$ cat config.mk
export PLATFORM = sky130hd
export DESIGN_NAME = fetch_decode_stage_flat
export DESIGN_NICKNAME = d
export VERILOG_FILES = /design/src/rtl/fetch_decode_stage_pkg.sv /design/src/rtl/fetch_decode_stage_if.sv /design/src/rtl/fetch_decode_stage_load_use_detect.sv /design/src/rtl/fetch_decode_stage.sv /design/src/flat_wrapper.sv
export SDC_FILE = /design/constraint.sdc
export NUM_CORES = 1
export LEC_CHECK = 0
export ABC_AREA = 0
export ABC_CLOCK_PERIOD_IN_PS = 2700
export CORE_MARGIN = 5
export CORE_UTILIZATION = 42
export DETAILED_ROUTE_END_ITERATION = 10
export GPL_TIMING_DRIVEN = 1
export PLACE_DENSITY = 0.86
export SLEW_MARGIN = 20
export SYNTH_ARGS = -nofsm -noshare
export SYNTH_HDL_FRONTEND = slang
export SYNTH_SLANG_ARGS = --single-unit
$ cat constraint.sdc
create_clock -name clock -period 2.7 [get_ports clock]
set_input_delay 0.675 -clock clock [delete_from_list [all_inputs] [get_ports clock]]
set_output_delay 0.675 -clock clock [all_outputs]
set_load 0.02 [all_outputs]
$ cat src/rtl/fetch_decode_stage_pkg.sv
// Purpose: shared opcodes, instruction field positions and source-register decode for fetch/decode.
// Latency: n/a (constants and a pure function).
// Backpressure: n/a.
package fetch_pkg;

  localparam logic [4:0] OP_RTYPE = 5'b00000;
  localparam logic [4:0] OP_ADDI  = 5'b00101;
  localparam logic [4:0] OP_LW    = 5'b01000;
  localparam logic [4:0] OP_SW    = 5'b00111;
  localparam logic [4:0] OP_BNE   = 5'b00010;
  localparam logic [4:0] OP_BLT   = 5'b00110;
  localparam logic [4:0] OP_JR    = 5'b00100;

  localparam int OPC_HI = 31;
  localparam int OPC_LO = 27;
  localparam int RD_HI  = 26;
  localparam int RD_LO  = 22;
  localparam int RS_HI  = 21;
  localparam int RS_LO  = 17;
  localparam int RT_HI  = 16;
  localparam int RT_LO  = 12;

  localparam logic [31:0] NOP = 32'b0;

  // Which register fields an instruction reads as sources.
  typedef struct packed {
    logic rd;
    logic rs;
    logic rt;
  } src_use_t;

  function automatic src_use_t decode_src_use(input logic [4:0] opcode);
    src_use_t u;
    u = '0;
    case (opcode)
      OP_RTYPE:              begin u.rs = 1'b1; u.rt = 1'b1; end
      OP_ADDI, OP_LW:        begin u.rs = 1'b1; end
      // Stores and compares read rd as a data/compare source, not a destination.
      OP_SW, OP_BNE, OP_BLT: begin u.rd = 1'b1; u.rs = 1'b1; end
      OP_JR:                 begin u.rd = 1'b1; end
      default:               u = '0;
    endcase
    return u;
  endfunction

endpackage

$ cat src/rtl/fetch_decode_stage_if.sv
// Purpose: bundles the imem, redirect, hazard and F/D output signals of the fetch stage.
// Latency: n/a (wiring only).
// Backpressure: stall inputs (ext_stall, load-use) hold the stage; redirect overrides.
// Ports (slave = the stage): q_imem, ext_stall, redirect, redirect_pc, dx_mem_read, dx_rd in;
//   address_imem, fd_insn, fd_pc_plus1, fd_valid, dx_bubble, stall_count out.
interface fetch_decode_stage_if #(
  parameter int ADDR_W = 12,
  parameter int DATA_W = 32,
  parameter int CNT_W  = 16
);
  logic [DATA_W-1:0] q_imem;
  logic [ADDR_W-1:0] address_imem;
  logic              ext_stall;
  logic              redirect;
  logic [ADDR_W-1:0] redirect_pc;
  logic              dx_mem_read;
  logic [4:0]        dx_rd;
  logic [DATA_W-1:0] fd_insn;
  logic [ADDR_W-1:0] fd_pc_plus1;
  logic              fd_valid;
  logic              dx_bubble;
  logic [CNT_W-1:0]  stall_count;

  modport master (
    output q_imem, ext_stall, redirect, redirect_pc, dx_mem_read, dx_rd,
    input  address_imem, fd_insn, fd_pc_plus1, fd_valid, dx_bubble, stall_count
  );

  modport slave (
    input  q_imem, ext_stall, redirect, redirect_pc, dx_mem_read, dx_rd,
    output address_imem, fd_insn, fd_pc_plus1, fd_valid, dx_bubble, stall_count
  );
endinterface

$ cat src/rtl/fetch_decode_stage_load_use_detect.sv
// Purpose: flags a load-use hazard between the F/D instruction and a lw sitting in D/X.
// Latency: combinational.
// Backpressure: its output is one of the two stall sources of the fetch stage.
// Ports: fd_insn_i, fd_valid_i, dx_mem_read_i, dx_rd_i in; lu_hazard_o out.
module load_use_detect
  import fetch_pkg::*;
#(
  parameter int DATA_W = 32
) (
  input  logic [DATA_W-1:0] fd_insn_i,
  input  logic              fd_valid_i,
  input  logic              dx_mem_read_i,
  input  logic [4:0]        dx_rd_i,
  output logic              lu_hazard_o
);

  src_use_t   src_use;
  logic [4:0] f_rd;
  logic [4:0] f_rs;
  logic [4:0] f_rt;
  logic       src_hit;
  logic       unused_low_bits;

  assign src_use = decode_src_use(fd_insn_i[OPC_HI:OPC_LO]);
  assign f_rd    = fd_insn_i[RD_HI:RD_LO];
  assign f_rs    = fd_insn_i[RS_HI:RS_LO];
  assign f_rt    = fd_insn_i[RT_HI:RT_LO];

  // Immediate/shamt bits never name a register.
  assign unused_low_bits = ^fd_insn_i[RT_LO-1:0];

  assign src_hit = (src_use.rd && (f_rd == dx_rd_i)) ||
                   (src_use.rs && (f_rs == dx_rd_i)) ||
                   (src_use.rt && (f_rt == dx_rd_i));

  // $0 is hardwired zero, so a lw targeting it never produces a value to wait for.
  assign lu_hazard_o = fd_valid_i && dx_mem_read_i && (dx_rd_i != 5'd0) && src_hit;

endmodule

$ cat src/rtl/fetch_decode_stage.sv
// Purpose: PC register, F/D pipeline latch, stall counter and redirect/stall priority mux.
// Latency: fetch to F/D is 1 cycle; redirect costs 1 bubble; load-use costs 1 stall cycle.
// Backpressure: ext_stall or load-use holds PC and F/D; redirect beats both and flushes F/D.
// Ports: clock, reset (async active-low) plain; everything else via fetch_decode_stage_if.slave.
module fetch_decode_stage
  import fetch_pkg::*;
#(
  parameter int                ADDR_W   = 12,
  parameter int                DATA_W   = 32,
  parameter logic [ADDR_W-1:0] RESET_PC = '0,
  parameter int                CNT_W    = 16
) (
  input logic                  clock,
  input logic                  reset,
  fetch_decode_stage_if.slave  bus
);

  logic [ADDR_W-1:0] pc_q, pc_d;
  logic [DATA_W-1:0] fd_insn_q, fd_insn_d;
  logic [ADDR_W-1:0] fd_pc_plus1_q, fd_pc_plus1_d;
  logic              fd_valid_q, fd_valid_d;
  logic [CNT_W-1:0]  stall_cnt_q, stall_cnt_d;

  logic [ADDR_W-1:0] pc_plus1;
  logic              lu_hazard;
  logic              stall;

  load_use_detect #(.DATA_W(DATA_W)) u_lud (
    .fd_insn_i     (fd_insn_q),
    .fd_valid_i    (fd_valid_q),
    .dx_mem_read_i (bus.dx_mem_read),
    .dx_rd_i       (bus.dx_rd),
    .lu_hazard_o   (lu_hazard)
  );

  // Natural ADDR_W-bit overflow gives the required modulo-2^ADDR_W wrap.
  assign pc_plus1 = pc_q + ADDR_W'(1);
  assign stall    = lu_hazard | bus.ext_stall;

  always_comb begin
    pc_d          = pc_q;
    fd_insn_d     = fd_insn_q;
    fd_pc_plus1_d = fd_pc_plus1_q;
    fd_valid_d    = fd_valid_q;
    stall_cnt_d   = stall_cnt_q;

    if (bus.redirect) begin
      pc_d          = bus.redirect_pc;
      fd_insn_d     = DATA_W'(NOP);
      fd_pc_plus1_d = '0;
      fd_valid_d    = 1'b0;
    end else if (stall) begin
      // Hold everything; only the performance counter moves.
      if (stall_cnt_q != {CNT_W{1'b1}}) begin
        stall_cnt_d = stall_cnt_q + CNT_W'(1);
      end
    end else begin
      pc_d          = pc_plus1;
      fd_insn_d     = bus.q_imem;
      fd_pc_plus1_d = pc_plus1;
      fd_valid_d    = 1'b1;
    end
  end

  always_ff @(posedge clock or negedge reset) begin
    if (!reset) begin
      pc_q          <= RESET_PC;
      fd_insn_q     <= '0;
      fd_pc_plus1_q <= '0;
      fd_valid_q    <= 1'b0;
      stall_cnt_q   <= '0;
    end else begin
      pc_q          <= pc_d;
      fd_insn_q     <= fd_insn_d;
      fd_pc_plus1_q <= fd_pc_plus1_d;
      fd_valid_q    <= fd_valid_d;
      stall_cnt_q   <= stall_cnt_d;
    end
  end

  assign bus.address_imem = pc_q;
  assign bus.fd_insn      = fd_insn_q;
  assign bus.fd_pc_plus1  = fd_pc_plus1_q;
  assign bus.fd_valid     = fd_valid_q;
  // The bubble is only needed when the stalled F/D instruction survives the cycle.
  assign bus.dx_bubble    = lu_hazard & ~bus.redirect;
  assign bus.stall_count  = stall_cnt_q;

endmodule
$ cat src/flat_wrapper.sv
// flat-port wrapper written by rule: the top's interface ports become plain ports
module fetch_decode_stage_flat import fetch_pkg::*;
#(
  parameter int                ADDR_W   = 12,
  parameter int                DATA_W   = 32,
  parameter logic [ADDR_W-1:0] RESET_PC = '0,
  parameter int                CNT_W    = 16
)
  (clock, reset, bus_q_imem, bus_ext_stall, bus_redirect, bus_redirect_pc, bus_dx_mem_read, bus_dx_rd, bus_address_imem, bus_fd_insn, bus_fd_pc_plus1, bus_fd_valid, bus_dx_bubble, bus_stall_count);
  fetch_decode_stage_if #(.ADDR_W(ADDR_W), .DATA_W(DATA_W), .CNT_W(CNT_W)) bus_i ();
  input logic clock;
  input logic reset;
  input wire logic [$bits(bus_i.q_imem)-1:0] bus_q_imem;
  input wire logic [$bits(bus_i.ext_stall)-1:0] bus_ext_stall;
  input wire logic [$bits(bus_i.redirect)-1:0] bus_redirect;
  input wire logic [$bits(bus_i.redirect_pc)-1:0] bus_redirect_pc;
  input wire logic [$bits(bus_i.dx_mem_read)-1:0] bus_dx_mem_read;
  input wire logic [$bits(bus_i.dx_rd)-1:0] bus_dx_rd;
  output wire logic [$bits(bus_i.address_imem)-1:0] bus_address_imem;
  output wire logic [$bits(bus_i.fd_insn)-1:0] bus_fd_insn;
  output wire logic [$bits(bus_i.fd_pc_plus1)-1:0] bus_fd_pc_plus1;
  output wire logic [$bits(bus_i.fd_valid)-1:0] bus_fd_valid;
  output wire logic [$bits(bus_i.dx_bubble)-1:0] bus_dx_bubble;
  output wire logic [$bits(bus_i.stall_count)-1:0] bus_stall_count;
  assign bus_i.q_imem = bus_q_imem;
  assign bus_i.ext_stall = bus_ext_stall;
  assign bus_i.redirect = bus_redirect;
  assign bus_i.redirect_pc = bus_redirect_pc;
  assign bus_i.dx_mem_read = bus_dx_mem_read;
  assign bus_i.dx_rd = bus_dx_rd;
  assign bus_address_imem = bus_i.address_imem;
  assign bus_fd_insn = bus_i.fd_insn;
  assign bus_fd_pc_plus1 = bus_i.fd_pc_plus1;
  assign bus_fd_valid = bus_i.fd_valid;
  assign bus_dx_bubble = bus_i.dx_bubble;
  assign bus_stall_count = bus_i.stall_count;
  fetch_decode_stage #(.ADDR_W(ADDR_W), .DATA_W(DATA_W), .RESET_PC(RESET_PC), .CNT_W(CNT_W)) u_core (.clock(clock), .reset(reset), .bus(bus_i));
endmodule
### Word level (Yosys, flattened, before mapping)

Cells that the tools add are included.

| word-level totals | value |
|---|---|
| input port bits | 54 |
| bits in registers | 73 |
| output and inout port bits | 74 |
| word-level logic and storage cells | 44 |

| operators by class | value |
|---|---|
| bitwise gates (word level) | 3 |
| muxes and demuxes | 10 |
| reductions and logical operators | 13 |
| eq/ne operators | 11 |
| add/sub/neg operators | 2 |

Operators with widths:

| cell | number |
|---|---|
| 32-bit two-way mux | 2 |
| 12-bit two-way mux | 3 |
| 5-bit by 3-bit equality test with 1-bit output (second input constant) | 4 |
| 16-bit by 1-bit adder with 16-bit output (second input constant) | 1 |
| 16-bit != test (second input constant) | 1 |
| 5-bit equality test | 3 |
| 12-bit by 1-bit adder with 12-bit output (second input constant) | 1 |
| 1-bit logical AND | 6 |
| 6-bit OR reduction | 1 |
| 5-bit by 2-bit equality test with 1-bit output (second input constant) | 1 |
| 5-bit by 4-bit equality test with 1-bit output (second input constant) | 1 |
| 5-bit logical NOT | 1 |
| 1-bit two-way mux | 5 |
| 5-bit nonzero test | 1 |
| 4-bit OR reduction | 1 |
| 3-bit AND reduction | 1 |
| 1-bit logical OR | 2 |
| 2-bit != test (second input constant) | 1 |
| 1-bit AND | 1 |
| 1-bit inverter | 1 |
| 1-bit bitwise OR | 1 |

### Longest topological paths before layout

Gate-level depths: netlist of run 1.

| logic depth | value |
|---|---|
| word-level depth | 10 |
| gate-level depth with buffers | 8 |
| gate-level depth less buffers | 7 |

### Hierarchy

A second synthesis of run 1 with hierarchy kept.

| unflattened totals | value |
|---|---|
| cell total of the unflattened synthesis | 381 |
| area total of the unflattened synthesis | 3713.6 sq um |

By module, submodules not included:

| module | area each (sq um) | times used | sequential area each (sq um) | cells an instance |
|---|---|---|---|---|
| fetch_decode_stage | 3465.8 | 1 | 1826.8 | 348 |
| load_use_detect | 247.7 | 1 | 0.0 | 33 |

### Worst setup path after synthesis of run 1

Ideal clock, no wire load.

| timing | value |
|---|---|
| path kind | input port to output port |
| start | input bus_dx_rd[3] |
| end | output bus_dx_bubble |
| slack | -0.234 ns |
| arrival | 2.259 ns |
| path buffers | 2 |
| stages on the path | 7 |
| cell sequence | xor2_1 > a2111oi_0 > nand4_1 > a31o_1 > buf_6 > clkbuf_1 > nor2_1 |

| on the way | value |
|---|---|
| cells in the longest elaborated chain, start to end | 6 |

Ends and longest elaborated chain:

| element | RTL line | RTL |
|---|---|---|
| start, declared | flat_wrapper.sv:18 | `input wire logic [$bits(bus_i.dx_rd)-1:0] bus_dx_rd;` |
| 5-bit equality test, on equally long branches | fetch_decode_stage_load_use_detect.sv:32, fetch_decode_stage_load_use_detect.sv:33 |  |
| 1-bit logical AND, on equally long branches | fetch_decode_stage_load_use_detect.sv:32, fetch_decode_stage_load_use_detect.sv:33 |  |
| 1-bit logical OR | fetch_decode_stage_load_use_detect.sv:32 | `assign src_hit = (src_use.rd && (f_rd == dx_rd_i)) \|\|` |
| 1-bit logical OR | fetch_decode_stage_load_use_detect.sv:33 | `(src_use.rs && (f_rs == dx_rd_i)) \|\|` |
| 1-bit logical AND (*) | fetch_decode_stage_load_use_detect.sv:37 | `assign lu_hazard_o = fd_valid_i && dx_mem_read_i && (dx_rd_i != 5'd0) && src_hit;` |
| 1-bit AND (*) | fetch_decode_stage.sv:86 | `assign bus.dx_bubble = lu_hazard & ~bus.redirect;` |
| end, declared | flat_wrapper.sv:23 | `output wire logic [$bits(bus_i.dx_bubble)-1:0] bus_dx_bubble;` |

Every way passes the cells marked *; elsewhere a longest branch is shown, timed or not.

### Worst setup path after layout of run 1

| timing | value |
|---|---|
| start | input bus_dx_rd[2] |
| end | output bus_dx_bubble |

The elaborated chain is that of the path after synthesis.

==> summary.txt, run 1 <==
STATUS
--------------------------------------------------------------------------------------
Status                                                                    finished with violations
Violated checks                                                           negative setup slack

TIMING
--------------------------------------------------------------------------------------
Clock skew after layout                                                      0.0111 ns
Final hold violations                                                                0
Min setup slack post-route                                                   -0.115 ns
Worst Max-Slew Pin Slew                                                       0.931 ns
Summed negative setup slack over all endpoints                               -0.115 ns
Rel. slew slack                                                                  37.9%
Peak Freq                                                                      355 MHz
Minimum clock period                                                           2.81 ns
Worst slack on hold paths                                                     0.462 ns
Max Slew Vio Count                                                                   0
Final setup violating endpoints                                                      1
Final worst-path cycle share                                                      104%
RSZ-0062 raised after global routing                                               yes

LAYOUT
--------------------------------------------------------------------------------------
Share of post-route cells with drive strength above 1                            11.9%
Final standard cell area without fillers                                  0.00557 mm^2
Final standard cell utilization of the core                                      61.5%
Area growth syn-to-layout                                                        44.9%
Number of non-filler instances in the completed layout                             649
Final net count                                                                    589
Number of antenna repair diodes                                                      0
Fillers                                                                            758

POWER AND IR DROP
--------------------------------------------------------------------------------------
Largest voltage drop on the vdd net                                           0.339 mV
Net switching fraction of the power                                              29.8%
Design internal power                                                          2.15 mW
Sequential share of power                                                        43.3%
Total power density per cell area                                          549 mW/mm^2
Clock share of power                                                             30.8%
Post-layout total power                                                        3.06 mW
Psw                                                                             912 uW
Leakage power figure                                                           2.18 nW
Combinational power share                                                        25.9%

YOSYS
--------------------------------------------------------------------------------------
Cell area after synthesis                                                 0.00384 mm^2
Synthesized Nets                                                                   455
Total of flip-flops plus latches after synthesis                                    73
Number of distinct library cells after synthesis                                    41
Prevailing post-synth register cell                                            dfrtp_1
Number of synthesized flops with an enable pin                                       0
Dominant cell type by area after synthesis                                     dfrtp_1
Sequential share of the synthesized area                                         47.5%
Cell types with the largest area share after synthesis                    dfrtp_1 (48%), a21oi_1 (5.7%), xnor2_1 (5.7%)
Mean cell area of the mapped netlist                                         9.64 um^2
Synth top cells by count                                                  dfrtp_1 (73), a21oi_1 (44), nand3_1 (39), o21ai_1 (26), xnor2_1 (25)
Number of warning messages in the yosys log                                          0
Most numerous cell in the Yosys netlist                                        dfrtp_1
Instance count of the mapped netlist                                               399
Area fraction of the dominant cell type after synthesis                          47.5%
Async S/R FF share, synth                                                         100%

PLACED DESIGN
--------------------------------------------------------------------------------------
Dpl hpwl                                                                       8.03 mm
Port buffer count                                                                  127
Last weighted congestion value of the routability-driven placer                  0.958
Total instance count after detailed placement                                      629
Placed instance area                                                      0.00529 mm^2
Worst Setup Slack post-DPL                                                   -0.876 ns

FLOORPLAN
--------------------------------------------------------------------------------------
Height of the chip                                                              106 um
Die Width                                                                       106 um
DIE AREA                                                                   0.0112 mm^2
Row count                                                                           35
Number of top-level pins                                                           128
Standard cell core area                                                   0.00906 mm^2
Starting utilization of the core area                                            42.4%

WORST SETUP PATH
--------------------------------------------------------------------------------------
Worst setup path category                                                       in2out
Reg-to-reg critical path startpoint                                       u_core.bus.fd_insn[28]$_DFFE_PN0P_
CP endpoint kind                                                          primary output
Worst path arrival time                                                        2.14 ns
Capturing point of the worst reg2reg path                                 u_core.bus.stall_count[5]$_DFFE_PN0P_
Required time at the endpoint of the critical path                             2.03 ns
Startpoint class of the critical path                                        input pin
Crit-path cells                                                           clkdlybuf4s15_1, xor2_1, nor4_4, nand4_1, a31o_4, nor2_4, buf_6
CP max stage delay                                                             0.30 ns
Library cell contributing the largest single delay on the critical path         a31o_4
Highest fanout seen on the critical path                                             4
Setup slack, reg-to-reg                                                        0.19 ns
Number of cell instances on the worst register-to-register path                      7

ROUTING
--------------------------------------------------------------------------------------
Residual DRC count                                                                   0
Routed length per instance                                                     17.8 um
Routed wire length                                                             11.5 mm
Post-detailed-route via-to-cell ratio                                             5.72
Count of antenna-violating nets left after detailed routing                          0
1st-iter DRT viols                                                                 242
Total via count after detailed routing                                            3710
1st-pass router iterations                                                           4

CTS
--------------------------------------------------------------------------------------
Number of levels the H-tree was split into                                           3
Maximum buffer depth of the clock tree                                               2
Number of clock sinks                                                               73
Clock root buffer master                                                      clkbuf_8
CTS tree                                                                           yes
Later-pin clock latency in the skew report                                     0.34 ns
Cts bufs inserted                                                                    9
Clk slew on worst S/H paths                                                    0.07 ns

MIN PATH
--------------------------------------------------------------------------------------
Worst hold path type                                                          in2async

RUN
--------------------------------------------------------------------------------------
Maximum Capacitance Violations                                                       0

GRT
--------------------------------------------------------------------------------------
Total global routing track utilization                                           20.9%
Via count of the first global-routing pass                                        3666
Wire length of the first global-routing pass                                   19.0 mm
Grt total ovfl                                                                       0
Initial antenna violation count                                                      0
Largest net degree at the start of global routing                                   74

-- worst max-delay path: cells and delay by family --
family | cells | cell delay [ns]
AOI/OAI and AO/OA | 1 | 0.30
xor gates and xnor gates | 1 | 0.23
buffers and inverters | 2 | 0.38
and+or+nand+nor | 3 | 0.55
-- power groups by stage --
stage               Clock, mW  Combinational [mW]  Sequential [mW]
finish                  0.941               0.793             1.33
global route             1.02               0.853             1.35
CTS                     0.967               0.800             1.32
detailed placement          0               0.790             1.34
global placement            0               0.773             1.34
floorplan                   0               0.254             1.45
-- cells in the final DEF (no fill, tap or decap), types with 2 or more instances in the layout --
cell type / instances
dfrtp_1: 73
xor2_1: 14
clkinv_2: 2
nand2_1: 11
nand4_1: 6
clkdlybuf4s50_1: 118
bufinv_16: 2
o21ai_0: 21
o211ai_1: 5
buf_4: 28
nor2_1: 11
and3_1: 3
ha_1: 2
inv_1: 3
nor3_1: 3
a31oi_1: 5
nor4b_1: 4
buf_2: 2
clkbuf_2: 2
a311oi_1: 10
nand3_1: 39
o31ai_1: 3
nor4_1: 10
nand2b_1: 7
o21ai_1: 26
o31a_1: 12
a211o_1: 2
or4_1: 5
a21oi_1: 44
xnor2_1: 25
buf_6: 2
buf_12: 2
clkbuf_8: 10
or3_1: 3
or2_2: 3
-- layout make-up --
cell class	instances	area, um^2	area share, %
Clock buffer	11	141	2.54
Sequential cell	73	1830	32.8
Timing Repair Buffer	157	1510	27.0
Inverter	4	15.0	0.269
Multi-Input combinational cell	288	1870	33.5
Tap cell	111	139	2.49
Clock inverter	5	78.8	1.41
-- cell families after synthesis --
group | Yosys count | synth area share [%]
xor gates and xnor gates | 39 | 8.88
adders and majority gates | 2 | 0.651
and+or+nand+nor | 110 | 15.9
AOI/OAI and AO/OA | 135 | 21.5
DFF | 73 | 47.5
muxes | 2 | 0.586
buffers and inverters | 38 | 5.01
-- sequential cells by signal (all words and copies together) (netlist names) --
signal	cells
u_core.bus.address_imem	12
u_core.bus.fd_insn	32
u_core.bus.fd_pc_plus1	12
u_core.bus.fd_valid	1
u_core.bus.stall_count	16
-- how the worst max path moves through the flow --
stage / cells past startpoint / slack (ns) / endpoint / from
2_1_floorplan: 7 / -0.04 / bus_dx_bubble / bus_dx_rd[0]
3_5_place_dp: 7 / -0.88 / bus_dx_bubble / bus_dx_rd[2]
4_1_cts: 6 / -0.14 / bus_dx_bubble / u_core.bus.fd_insn[31]$_DFFE_PN0P_
3_3_place_gp: 7 / -0.84 / bus_dx_bubble / bus_dx_rd[2]
6_report: 7 / -0.11 / bus_dx_bubble / bus_dx_rd[2]
5_1_grt: 6 / -0.20 / bus_dx_bubble / u_core.bus.fd_insn[28]$_DFFE_PN0P_
-- layer usage --
layer | GRT usage (%) | share of wire (%) | vias up | routed length, um
met5 | 0 | 0 | - | 0
met4 | 7.03 | 1.6 | 0 | 182
met3 | 4.96 | 6.4 | 15 | 741
met2 | 33.6 | 51 | 137 | 5820
met1 | 27.7 | 41 | 1805 | 4780
li1 | - | - | 1753 | -
-- timing repair --
| action | 4_1_cts | 5_1_grt |
|---|---|---|
| setup buffers | 3 | 1 |
| pin swaps | 9 | 6 |
| resized for setup | 14 | 9 |
| endpoints found under the setup margin | 50 | 23 |
| hold buffers | 0 | 0 |
No activity file was read; power rests on OpenSTA's default activity.
==> run 2, diff against run 1 <==
Settings changed: ABC_CLOCK_PERIOD_IN_PS 2700 to 2600, CORE_UTILIZATION 42 to 46, PLACE_DENSITY 0.86 to 0.89.
Clock period 2.7 ns to 2.6 ns, I/O delays scaled along.
==> summary.txt, run 2 (synthesis results as in run 1) <==
RUN
------------------------------------------------------------------------------
Maximum Capacitance Violations                                               0   unchanged

LAYOUT
------------------------------------------------------------------------------
Most common cell after layout, fill and taps aside                clkdlybuf4s50_1
Share of post-route cells with drive strength above 1                    13.8%   +1.9 points
Final net count                                                            596   +1.2%
Number of antenna repair diodes                                              0   unchanged
Largest register FFs                                                        32   unchanged
Commonest non-fill, non-tap cells in the layout                   clkdlybuf4s50_1 (118), dfrtp_1 (72), a21oi_1 (44)
Area growth syn-to-layout                                                45.5%
Final standard cell utilization of the core                              68.4%   +6.9 points

STATUS
------------------------------------------------------------------------------
Status                                                            finished with violations
Violated checks                                                   negative setup slack

TIMING
------------------------------------------------------------------------------
Worst slack on hold paths                                             0.411 ns   -0.0506 ns
RSZ-0062 raised after global routing                                       yes
Max Slew Vio Count                                                           0   unchanged
Final hold violations                                                        0   unchanged
Final setup violating endpoints                                              2   +1
Rel. slew slack                                                          43.7%   +5.8 points
Min setup slack post-route                                           -0.155 ns   -0.0399 ns
Final worst-path cycle share                                              106%
Worst Max-Slew Pin Slew                                               0.844 ns   -0.0872 ns
Peak Freq                                                              363 MHz
Minimum clock period                                                   2.75 ns
Clock skew after layout                                              0.0119 ns   +0.000765 ns
Summed negative setup slack over all endpoints                       -0.156 ns   -0.0414 ns

CTS
------------------------------------------------------------------------------
Later-pin clock latency in the skew report                             0.34 ns   about the same
CTS tree                                                                   yes
Clock root buffer master                                              clkbuf_8
Maximum buffer depth of the clock tree                                       2   unchanged
Clk slew on worst S/H paths                                            0.08 ns   about the same
Number of levels the H-tree was split into                                   3   unchanged
Cts bufs inserted                                                            9   unchanged
Number of clock sinks                                                       73   unchanged
Number of buffers added to fix hold violations after cts                     0   unchanged

FLOORPLAN
------------------------------------------------------------------------------
Number of top-level pins                                                   128   unchanged
Standard cell core area                                           0.00818 mm^2   -9.8%
DIE AREA                                                           0.0103 mm^2   -7.9%
Height of the chip                                                      101 um   -4.0%
Die Width                                                               101 um   -4.0%
Starting utilization of the core area                                    47.0%   +4.6 points
Row count                                                                   33   -5.7%

GRT
------------------------------------------------------------------------------
Wire length of the first global-routing pass                           19.0 mm   unchanged
Via count of the first global-routing pass                                3743   +2.1%
Initial antenna violation count                                              0   unchanged
Total global routing track utilization                                   23.0%   +2.1 points
Grt total ovfl                                                               0   unchanged
Largest net degree at the start of global routing                           69   -6.8%

WORST SETUP PATH
------------------------------------------------------------------------------
Required time at the endpoint of the critical path                     1.95 ns   -0.08 ns
Worst path arrival time                                                2.10 ns   -0.04 ns
CP endpoint kind                                                  primary output
Startpoint class of the critical path                                flip-flop
Highest fanout seen on the critical path                                     2   -2
Worst setup path category                                              reg2out

PLACED DESIGN
------------------------------------------------------------------------------
Port buffer count                                                          127   unchanged
Dpl hpwl                                                               8.15 mm   +1.6%
Worst Setup Slack post-DPL                                            -1.03 ns   -0.158 ns
Last weighted congestion value of the routability-driven placer          0.879   -8.2%

ROUTING
------------------------------------------------------------------------------
Total via count after detailed routing                                    3759   +1.3%
Routed length per instance                                             18.1 um   +1.8%
Post-detailed-route via-to-cell ratio                                     5.78   +1.2%
Residual DRC count                                                           0   unchanged
Routed wire length                                                     11.8 mm   +2.0%
1st-pass router iterations                                                   4   unchanged
Count of antenna-violating nets left after detailed routing                  0   unchanged
1st-iter DRT viols                                                         267   +10%

POWER AND IR DROP
------------------------------------------------------------------------------
Post-layout total power                                                3.03 mW   -1.0%
Largest voltage drop on the vdd net                                   0.406 mV   +20%
Total power density per cell area                                  541 mW/mm^2   -1.4%
Leakage power figure                                                   2.19 nW   +0.58%

MIN PATH
------------------------------------------------------------------------------
Worst hold path type                                                  in2async

[run 2: power by group]
part	switching (mW)	internal [mW]	total, mW
Sequential	0.133	1.25	1.38
Clock	0.419	0.394	0.813
Combinational	0.410	0.427	0.837
[run 2: through the flow]
step                cell area [um^2]  instances
finish                          5590        650
global route                    5590        650
CTS                             5550        649
detailed placement              5350        632
global placement                5350        632
floorplan                       3860        399
[run 2: layout make-up]
class | instances | area [um^2]
Clock buffer | 11 | 151
Clock inverter | 5 | 30.0
Fill cell | 621 | 2580
Inverter | 4 | 15.0
Multi-Input combinational cell | 288 | 1880
Sequential cell | 73 | 1830
Tap cell | 105 | 131
Timing Repair Buffer | 164 | 1560
[run 2: final timing paths]
path	start	to	slack, ns	depth (start not counted)
max	u_core.bus.fd_insn[28]$_DFFE_PN0P_	bus_dx_bubble	-0.15	6
min	reset	u_core.bus.stall_count[4]$_DFFE_PN0P_	0.41	1
max reg2reg	u_core.bus.fd_insn[28]$_DFFE_PN0P_	u_core.bus.address_imem[9]$_DFFE_PN0P_	0.10	9
min reg2reg	u_core.bus.stall_count[9]$_DFFE_PN0P_	u_core.bus.stall_count[9]$_DFFE_PN0P_	0.52	1
max in group asynchronous	reset	u_core.bus.stall_count[8]$_DFFE_PN0P_	1.55	2
min in group clock	u_core.bus.stall_count[9]$_DFFE_PN0P_	u_core.bus.stall_count[9]$_DFFE_PN0P_	0.52	1
[run 2: worst max-delay path, cell delays in order (launching register included)]
cell	delay, ns
dfrtp_2	0.40
or4_4	0.55
nor4_2	0.14
nand4_1	0.15
a31o_2	0.31
nor2_4	0.11
buf_6	0.12
[run 2: metal layers]
metal	global-route usage [%]	wire, um	part of all wire (%)	up-vias
met2	37.3	5880	50	149
li1	-	-	-	1759
met1	31.3	4830	41	1829
met3	3.17	784	6.7	22
met5	0	0	0	-
met4	9.00	262	2.2	0
[run 2: what timing repair did]
| item | in CTS | in global routing |
|---|---|---|
| endpoints found under the setup margin | 73 | 42 |
| pin swaps | 8 | 9 |
| buffers inserted | 2 | 1 |
| resized for setup | 18 | 9 |
